### src/rtl/rtob_pkg.sv
// Shared types for the RTOB command assembler: entry layout, FSM states, host word indices.
package rtob_pkg;

  typedef struct packed {
    logic [63:0] ts;
    logic [63:0] data;
  } rtob_entry_t;

  typedef enum logic [1:0] {
    IDLE  = 2'd0,
    ISSUE = 2'd1,
    STALL = 2'd2,
    FLUSH = 2'd3
  } asm_state_t;

  localparam logic [1:0] W_DATA_LO = 2'd0;
  localparam logic [1:0] W_DATA_HI = 2'd1;
  localparam logic [1:0] W_TS_LO   = 2'd2;
  localparam logic [1:0] W_TS_HI   = 2'd3;

  function automatic logic [63:0] data_mask(input int unsigned len);
    if (len >= 64) return '1;
    return (64'd1 << len) - 64'd1;
  endfunction

endpackage

### src/rtl/rtob_cmd_assembler.sv
// Builds 128-bit {ts, data} RTOB entries from 32-bit host writes and issues them to the core,
// holding across core_full, rejecting out-of-order timestamps and generating the flush pulse.
module rtob_cmd_assembler
  import rtob_pkg::*;
#(
  parameter int DATA_LEN    = 8,
  parameter int STALL_LIMIT = 4096,
  parameter int CNT_LEN     = 13
) (
  input  logic         clk,
  input  logic         reset,
  input  logic         s_wr_valid,
  input  logic [1:0]   s_wr_addr,
  input  logic [31:0]  s_wr_data,
  output logic         s_wr_ready,
  input  logic         flush_req,
  input  logic         core_full,
  output logic [127:0] fifo_din,
  output logic         write,
  output logic         flush,
  output logic         order_error,
  output logic         drop_error,
  output logic         busy
);

  localparam logic [63:0] MASK = data_mask(DATA_LEN);
  localparam logic [CNT_LEN-1:0] CNT_LAST = CNT_LEN'(STALL_LIMIT - 1);

  asm_state_t         state;
  rtob_entry_t        entry_q;
  logic [63:0]        sh_data;
  logic [31:0]        sh_ts_lo;
  logic [31:0]        sh_ts_hi;
  logic [63:0]        last_ts;
  logic               have_last;
  logic [CNT_LEN-1:0] stall_cnt;
  logic               acc;
  logic [63:0]        commit_ts;

  // Flush wins over a same-cycle host word by dropping ready.
  assign s_wr_ready = !reset && !flush_req && (state == IDLE);
  assign acc        = s_wr_valid && s_wr_ready;
  assign commit_ts  = {s_wr_data, sh_ts_lo};
  assign fifo_din   = entry_q;
  assign busy       = (state != IDLE);

  always_ff @(posedge clk) begin
    if (reset) begin
      state       <= IDLE;
      entry_q     <= '0;
      sh_data     <= '0;
      sh_ts_lo    <= '0;
      sh_ts_hi    <= '0;
      last_ts     <= '0;
      have_last   <= 1'b0;
      stall_cnt   <= '0;
      write       <= 1'b0;
      flush       <= 1'b0;
      order_error <= 1'b0;
      drop_error  <= 1'b0;
    end else begin
      write       <= 1'b0;
      flush       <= 1'b0;
      order_error <= 1'b0;
      drop_error  <= 1'b0;
      // FLUSH always returns to IDLE, so a held request re-pulses every other cycle.
      if (flush_req && state != FLUSH) begin
        state     <= FLUSH;
        flush     <= 1'b1;
        sh_data   <= '0;
        sh_ts_lo  <= '0;
        sh_ts_hi  <= '0;
        last_ts   <= '0;
        have_last <= 1'b0;
        stall_cnt <= '0;
      end else begin
        case (state)
          IDLE: begin
            if (acc) begin
              case (s_wr_addr)
                W_DATA_LO: sh_data[31:0]  <= s_wr_data;
                W_DATA_HI: sh_data[63:32] <= s_wr_data;
                W_TS_LO:   sh_ts_lo       <= s_wr_data;
                W_TS_HI: begin
                  sh_ts_hi <= s_wr_data;
                  if (have_last && commit_ts < last_ts) begin
                    order_error <= 1'b1;
                  end else if (!core_full) begin
                    state   <= ISSUE;
                    write   <= 1'b1;
                    entry_q <= '{ts: commit_ts, data: sh_data & MASK};
                  end else begin
                    state     <= STALL;
                    stall_cnt <= '0;
                  end
                end
              endcase
            end
          end
          ISSUE: begin
            last_ts   <= entry_q.ts;
            have_last <= 1'b1;
            state     <= IDLE;
          end
          STALL: begin
            if (!core_full) begin
              state     <= ISSUE;
              write     <= 1'b1;
              entry_q   <= '{ts: {sh_ts_hi, sh_ts_lo}, data: sh_data & MASK};
              stall_cnt <= '0;
            end else if (stall_cnt == CNT_LAST) begin
              state      <= IDLE;
              drop_error <= 1'b1;
              stall_cnt  <= '0;
            end else begin
              stall_cnt <= stall_cnt + 1'b1;
            end
          end
          FLUSH: state <= IDLE;
          default: state <= IDLE;
        endcase
      end
    end
  end

endmodule
### config.mk
export PLATFORM = sky130hd
export DESIGN_NAME = rtob_cmd_assembler
export DESIGN_NICKNAME = d
export VERILOG_FILES = /design/src/rtl/rtob_pkg.sv /design/src/rtl/rtob_cmd_assembler.sv
export SDC_FILE = /design/constraint.sdc
export NUM_CORES = 1
export LEC_CHECK = 0
export CAP_MARGIN = 40
export CORE_AREA = 2 2 145 147
export CTS_CLUSTER_SIZE = 12
export DETAILED_ROUTE_END_ITERATION = 8
export DIE_AREA = 0 0 147 149
export GPL_TIMING_DRIVEN = 0
export PLACE_DENSITY = 0.79
export SLEW_MARGIN = 5
export SYNTH_ARGS = -nofsm -noshare
export SYNTH_HDL_FRONTEND = slang
export SYNTH_SLANG_ARGS = --single-unit
### constraint.sdc
create_clock -name clk -period 4.2 [get_ports clk]
set_input_delay 1.26 -clock clk [delete_from_list [all_inputs] [get_ports clk]]
set_output_delay 1.26 -clock clk [all_outputs]
set_load 0.1 [all_outputs]
* Word level (Yosys, flattened, before mapping)
Index checks and enable logic that the tools add are counted.
** Cells by class
- Bitwise logic cells :: 6
- Reductions and logical operators :: 21
- Multiplexer cells :: 29
- Equality and inequality tests :: 17
- $add $sub $neg :: 1
- $lt $le $gt $ge :: 1
** Operators with widths (number)
- $mux W128 :: 5
- $pmux W128 S2 :: 1
- $mux W13 :: 6
- $lt A64 B64 Y1 :: 1
- $pmux W13 S2 :: 1
- $mux W2 :: 7
- $add A13 B1 Y13 const B :: 1
- $eq A13 B12 Y1 const B :: 1
- $ne A2 B2 Y1 const B :: 6
- $reduce_and A3 Y1 :: 3
- $eq A2 B2 Y1 const B :: 4
- $mux W1 :: 7
- $reduce_and A7 Y1 :: 1
- $not A1 Y1 :: 6
- $pmux W2 S3 :: 1
- $logic_and A1 B1 Y1 :: 5
- $reduce_and A5 Y1 :: 1
- $reduce_or A5 Y1 :: 1
- $logic_not A2 Y1 :: 2
- $ne A4 B4 Y1 const B :: 1
- $reduce_and A4 Y1 :: 1
- $reduce_bool A2 Y1 :: 2
- $reduce_or A2 Y1 :: 2
- $reduce_or A4 Y1 :: 1
- 7 further kinds :: 8
** Storage, ports and cells
- Bits in registers :: 284
- Output and inout port bits :: 134
- Logic and storage cells :: 88
- Bits of input ports :: 39

* Logic depth before layout (Yosys ltp)
- Depth in word-level cells :: 7
- Mapped depth :: 11
- Mapped depth without buffers :: 10

* Worst setup path after synthesis
Ideal clock, no wire load.
- Path type :: in2reg
- Start :: input port flush_req
- End :: register entry_q, in the netlist fifo_din[100]
- Setup slack :: -0.416 ns
- Arrival :: 4.535 ns
- Stages :: 10
- Buffers on the path :: 3
- Required time :: 4.119 ns
- Path through :: clkbuf_1 > nor3_2 > and2_1 > and3_1 > buf_4 > a21oi_1 > a2111oi_4 > buf_6 > a21oi_1 > a211oi_2
** On the way
- Word-level cells in the longest chain between the ends :: 6
- Elaborated cells between the ends (all ways) :: 8
** Ends and longest elaborated chain
- start: declaration :: RTL line rtob_cmd_assembler.sv:16 : input logic flush_req,
- $logic_not A1 Y1 :: RTL line rtob_cmd_assembler.sv:41 : assign s_wr_ready = !reset && !flush_req && (state == IDLE);
- $logic_and A1 B1 Y1 (2 in a row) :: RTL line rtob_cmd_assembler.sv:41
- net s_wr_ready :: RTL line rtob_cmd_assembler.sv:15 : output logic s_wr_ready,
- $logic_and A1 B1 Y1 :: RTL line rtob_cmd_assembler.sv:42 : assign acc = s_wr_valid && s_wr_ready;
- $ne A2 B2 Y1 (no source line)
- $reduce_and A7 Y1 (no source line)
- end signal: assignment :: RTL line rtob_cmd_assembler.sv:91 : entry_q <= '{ts: commit_ts, data: sh_data & MASK};
- end signal: assignment :: RTL line rtob_cmd_assembler.sv:109 : entry_q <= '{ts: {sh_ts_hi, sh_ts_lo}, data: sh_data & MASK};
- end: declaration :: RTL line rtob_cmd_assembler.sv:30 : rtob_entry_t entry_q;
The timed path passes the listed nets, and every way through them passes these cells.
A chain may end at the register's enable or synchronous reset.

* Final worst setup path
- Start :: input port s_wr_data[15]
- End :: register entry_q, in the netlist fifo_din[105]
** On the way
- Word-level cells in the longest chain between the ends :: 4
** Ends and longest elaborated chain
- start: declaration :: RTL line rtob_cmd_assembler.sv:14 : input logic [31:0] s_wr_data,
- $lt A64 B64 Y1 :: RTL line rtob_cmd_assembler.sv:86 : if (have_last && commit_ts < last_ts) begin
- $logic_and A1 B1 Y1 :: RTL line rtob_cmd_assembler.sv:86
- $ne A2 B2 Y1 (no source line)
- $reduce_and A7 Y1 (no source line)
No other way between the ends.

==> flow_metrics.tcl <==
set metrics [dict create \
    crit_top_cell "buf_4" \
    power_density_mw_per_mm2 345 \
    cpLargestDelayFamily "simple AND/OR/NAND/NOR gates" \
    slew_viol_final 0 \
    synth.area.top_cells "dfxtp_1, a21oi_1, nand2_1" \
    numClockSinks 228 \
    clockRootBuffer "clkbuf_16" \
    hold_path.class "register to register" \
    min_period_ps 4130 \
    yosys_warnings 0 \
    io_buffers 113 \
    drt-initial-drc-count 790 \
    grt_usage 0.273 \
    core_mm2 0.0206 \
    via_per_inst 5.46 \
    clockBufferDepth 3 \
    setup_viol 0 \
    p_leak_nw 5.27 \
    total_power_w 0.00497 \
    grt_overflow_total 0 \
    startpoint "s_wr_data[15]" \
    final_area_mm2 0.0144 \
    drive_above_1_share 0.144 \
    yosysUniqueCellTypes 53 \
    globalplace.congestion 0.894 \
    crit_arrival_ps 4500 \
    wire_per_inst_um 16.4 \
    layout_commonest_cell "nand2_1" \
    clkSlewWorstSetupHoldPaths_ps 60 \
    ys_ff_latch 228 \
    r2r-start "sh_ts_lo[14]" \
    antenna_found_initial 0 \
    die_y_um 149 \
    final.setup_skew_ps 19.2 \
    drv_cap 0 \
    syn_area_per_cell_um2 8.21 \
    fp.dieW_um 147 \
    hold_viol_final 0 \
    grt_pass1_vias 9628 \
    cts_tree "built" \
    rows 53 \
    seq_area_frac_synth 0.424 \
    holdPathEnd "last_ts[40]" \
    crit_buf_inv 3 \
    dp_slack_ps -811 \
    finalCritPeriodShare 0.983 \
    endpoint_kind "register" \
    status "complete, no violations" \
    hold_path_depth 2 \
    die_area_mm2 0.0219 \
    fin_ws_ps 69.4 \
    totalWireLength_um 30800 \
    worstHoldStart "last_ts[40]" \
    initial_core_util 0.524 \
    final_nets 1692 \
    reg2regPathDepth 11 \
    syn_area_mm2 0.0108 \
    start_kind "input port" \
    drcViolationCount 0 \
    layout_common_cells "nand2_1, a21oi_1, dfxtp_1, clkdlybuf4s50_1, buf_8" \
    grt_max_degree 13 \
    crit_chain "clkdlybuf4s50_1 -> ha_1 -> nand4_1 -> nor3_1 -> a221o_1 -> or3_1 -> nor3_2 -> a2111o_1 -> buf_4 -> nor2_2 -> buf_4 -> a211oi_2" \
    ios 173 \
    slowest_stage "clkdlybuf4s50_1" \
    final_core_util 0.702 \
    antenna_cells 0 \
    cts_made_buffers 24 \
    rrSetupSlack_ps 690 \
    max_stage_delay_ps 560 \
    placed_area_mm2 0.0136 \
    syn_to_final_growth_pct 34.1 \
    netlist.area_leader.share 0.424 \
    dr.pass1.iters 6 \
    slew_headroom 0.430 \
    clock_latency_ps 530 \
    path_max_fanout 10 \
    htreeDepth 1 \
    r2r_end "fifo_din[105]" \
    path_class "input port to register" \
    grt_pass1_wl_um 48400 \
    hpwl_um 22900 \
    vias 10237 \
    required_ps 4560 \
    syn_inst 1311 \
    tns_ps 0 \
    synth_top_cell_by_area "dfxtp_1" \
    ant_nets 0 \
    vdd_ir_drop_max_mv 0.287 \
    fmax_ghz 0.242 \
    worstMarginPinSlew_ps 855 \
]
==> metal layers <==
layer,share of wire,vias up,track usage
li1,-,4943,-
met1,0.42,4788,0.353
met2,0.48,431,0.479
met3,0.072,75,0.0339
met4,0.029,0,0.0851
met5,0,-,0
==> cell families (layout without fill, tap and decap cells) <==
logic type                 Yosys count  in the layout  synth area share
adders and majority gates           64             64            0.0744
xor gates and xnor gates             1              1          0.000814
and+or+nand+nor                    417            417             0.165
AOI/OAI and AO/OA                  352            352             0.197
muxes                               40             40            0.0372
DFF                                228            228             0.424
buffers and inverters              208            443             0.101
other                                1             56          0.000348
==> sequential cells by signal (all words and copies together), names as in the netlist <==
register     cells
sh_ts_lo        32
sh_data          8
have_last        1
stall_cnt       13
state            2
order_error      1
last_ts         64
fifo_din        72
flush            1
sh_ts_hi        32
drop_error       1
write            1
==> tightest hold or removal path: stages (launching register included) <==
cell and delay [ps]:
dfxtp_1 310, nand2_1 50, a21oi_1 50
==> worst max path at each step <==
stage | to | slack, ps | depth (start not counted)
2_1_floorplan | fifo_din[100] | 20 | 10
3_3_place_gp | fifo_din[105] | -740 | 10
3_5_place_dp | fifo_din[105] | -810 | 10
4_1_cts | fifo_din[93] | 40 | 11
5_1_grt | fifo_din[99] | -20 | 12
6_report | fifo_din[105] | 70 | 12
==> what timing repair did <==
action,CTS,global route
pin swaps,1,3
endpoints found under the setup margin,72,75
hold buffers,0,0
buffers inserted,2,3
resized for setup,4,7
==> where the power goes <==
group	internal, W	total, W	switching (W)
clock network	0.00110	0.00196	0.000860
registers	0.00218	0.00220	0.0000169
logic	0.000220	0.000821	0.000601
total	0.00350	0.00497	0.00148
==> synth_stat cells, drive strengths merged <==
cell type	number
nor3	8
a221oi	1
or3	2
clkbuf	67
o211a	1
and2	3
o21ai	53
o22ai	6
o311a	1
nand4b	1
buf	75
nor4b	1
nor4	5
xor2	1
a2111oi	3
or4	2
nand3b	2
a41oi	1
o311ai	1
nor3b	2
conb	1
nand2b	3
a221o	1
a21oi	229
nor2	30
mux2i	40
nor2b	1
nand2	279
and3	4
inv	66
or2	2
a32o	1
a22oi	2
a211oi	35
a31oi	4
a21o	11
nand3	56
dfxtp	228
o2bb2ai	1
ha	64
a2111o	1
nand4	16
==> per-stage QoR <==
stage	instances	hold slack, ps
6_report	1876	454
4_1_cts	1873	454
3_3_place_gp	1754	441
3_5_place_dp	1833	446
5_1_grt	1876	468
2_1_floorplan	1366	431
==> area by class of cell <==
type	count	area, um2
clock buffer	33	664
inverter	66	248
buffer	142	847
tap	275	344
fill	1592	6130
multi-input combinational	930	5350
timing repair buffer	197	2380
clock inverter	5	36.3
sequential	228	4560
Note: power is estimated with default switching activity, not from simulation.
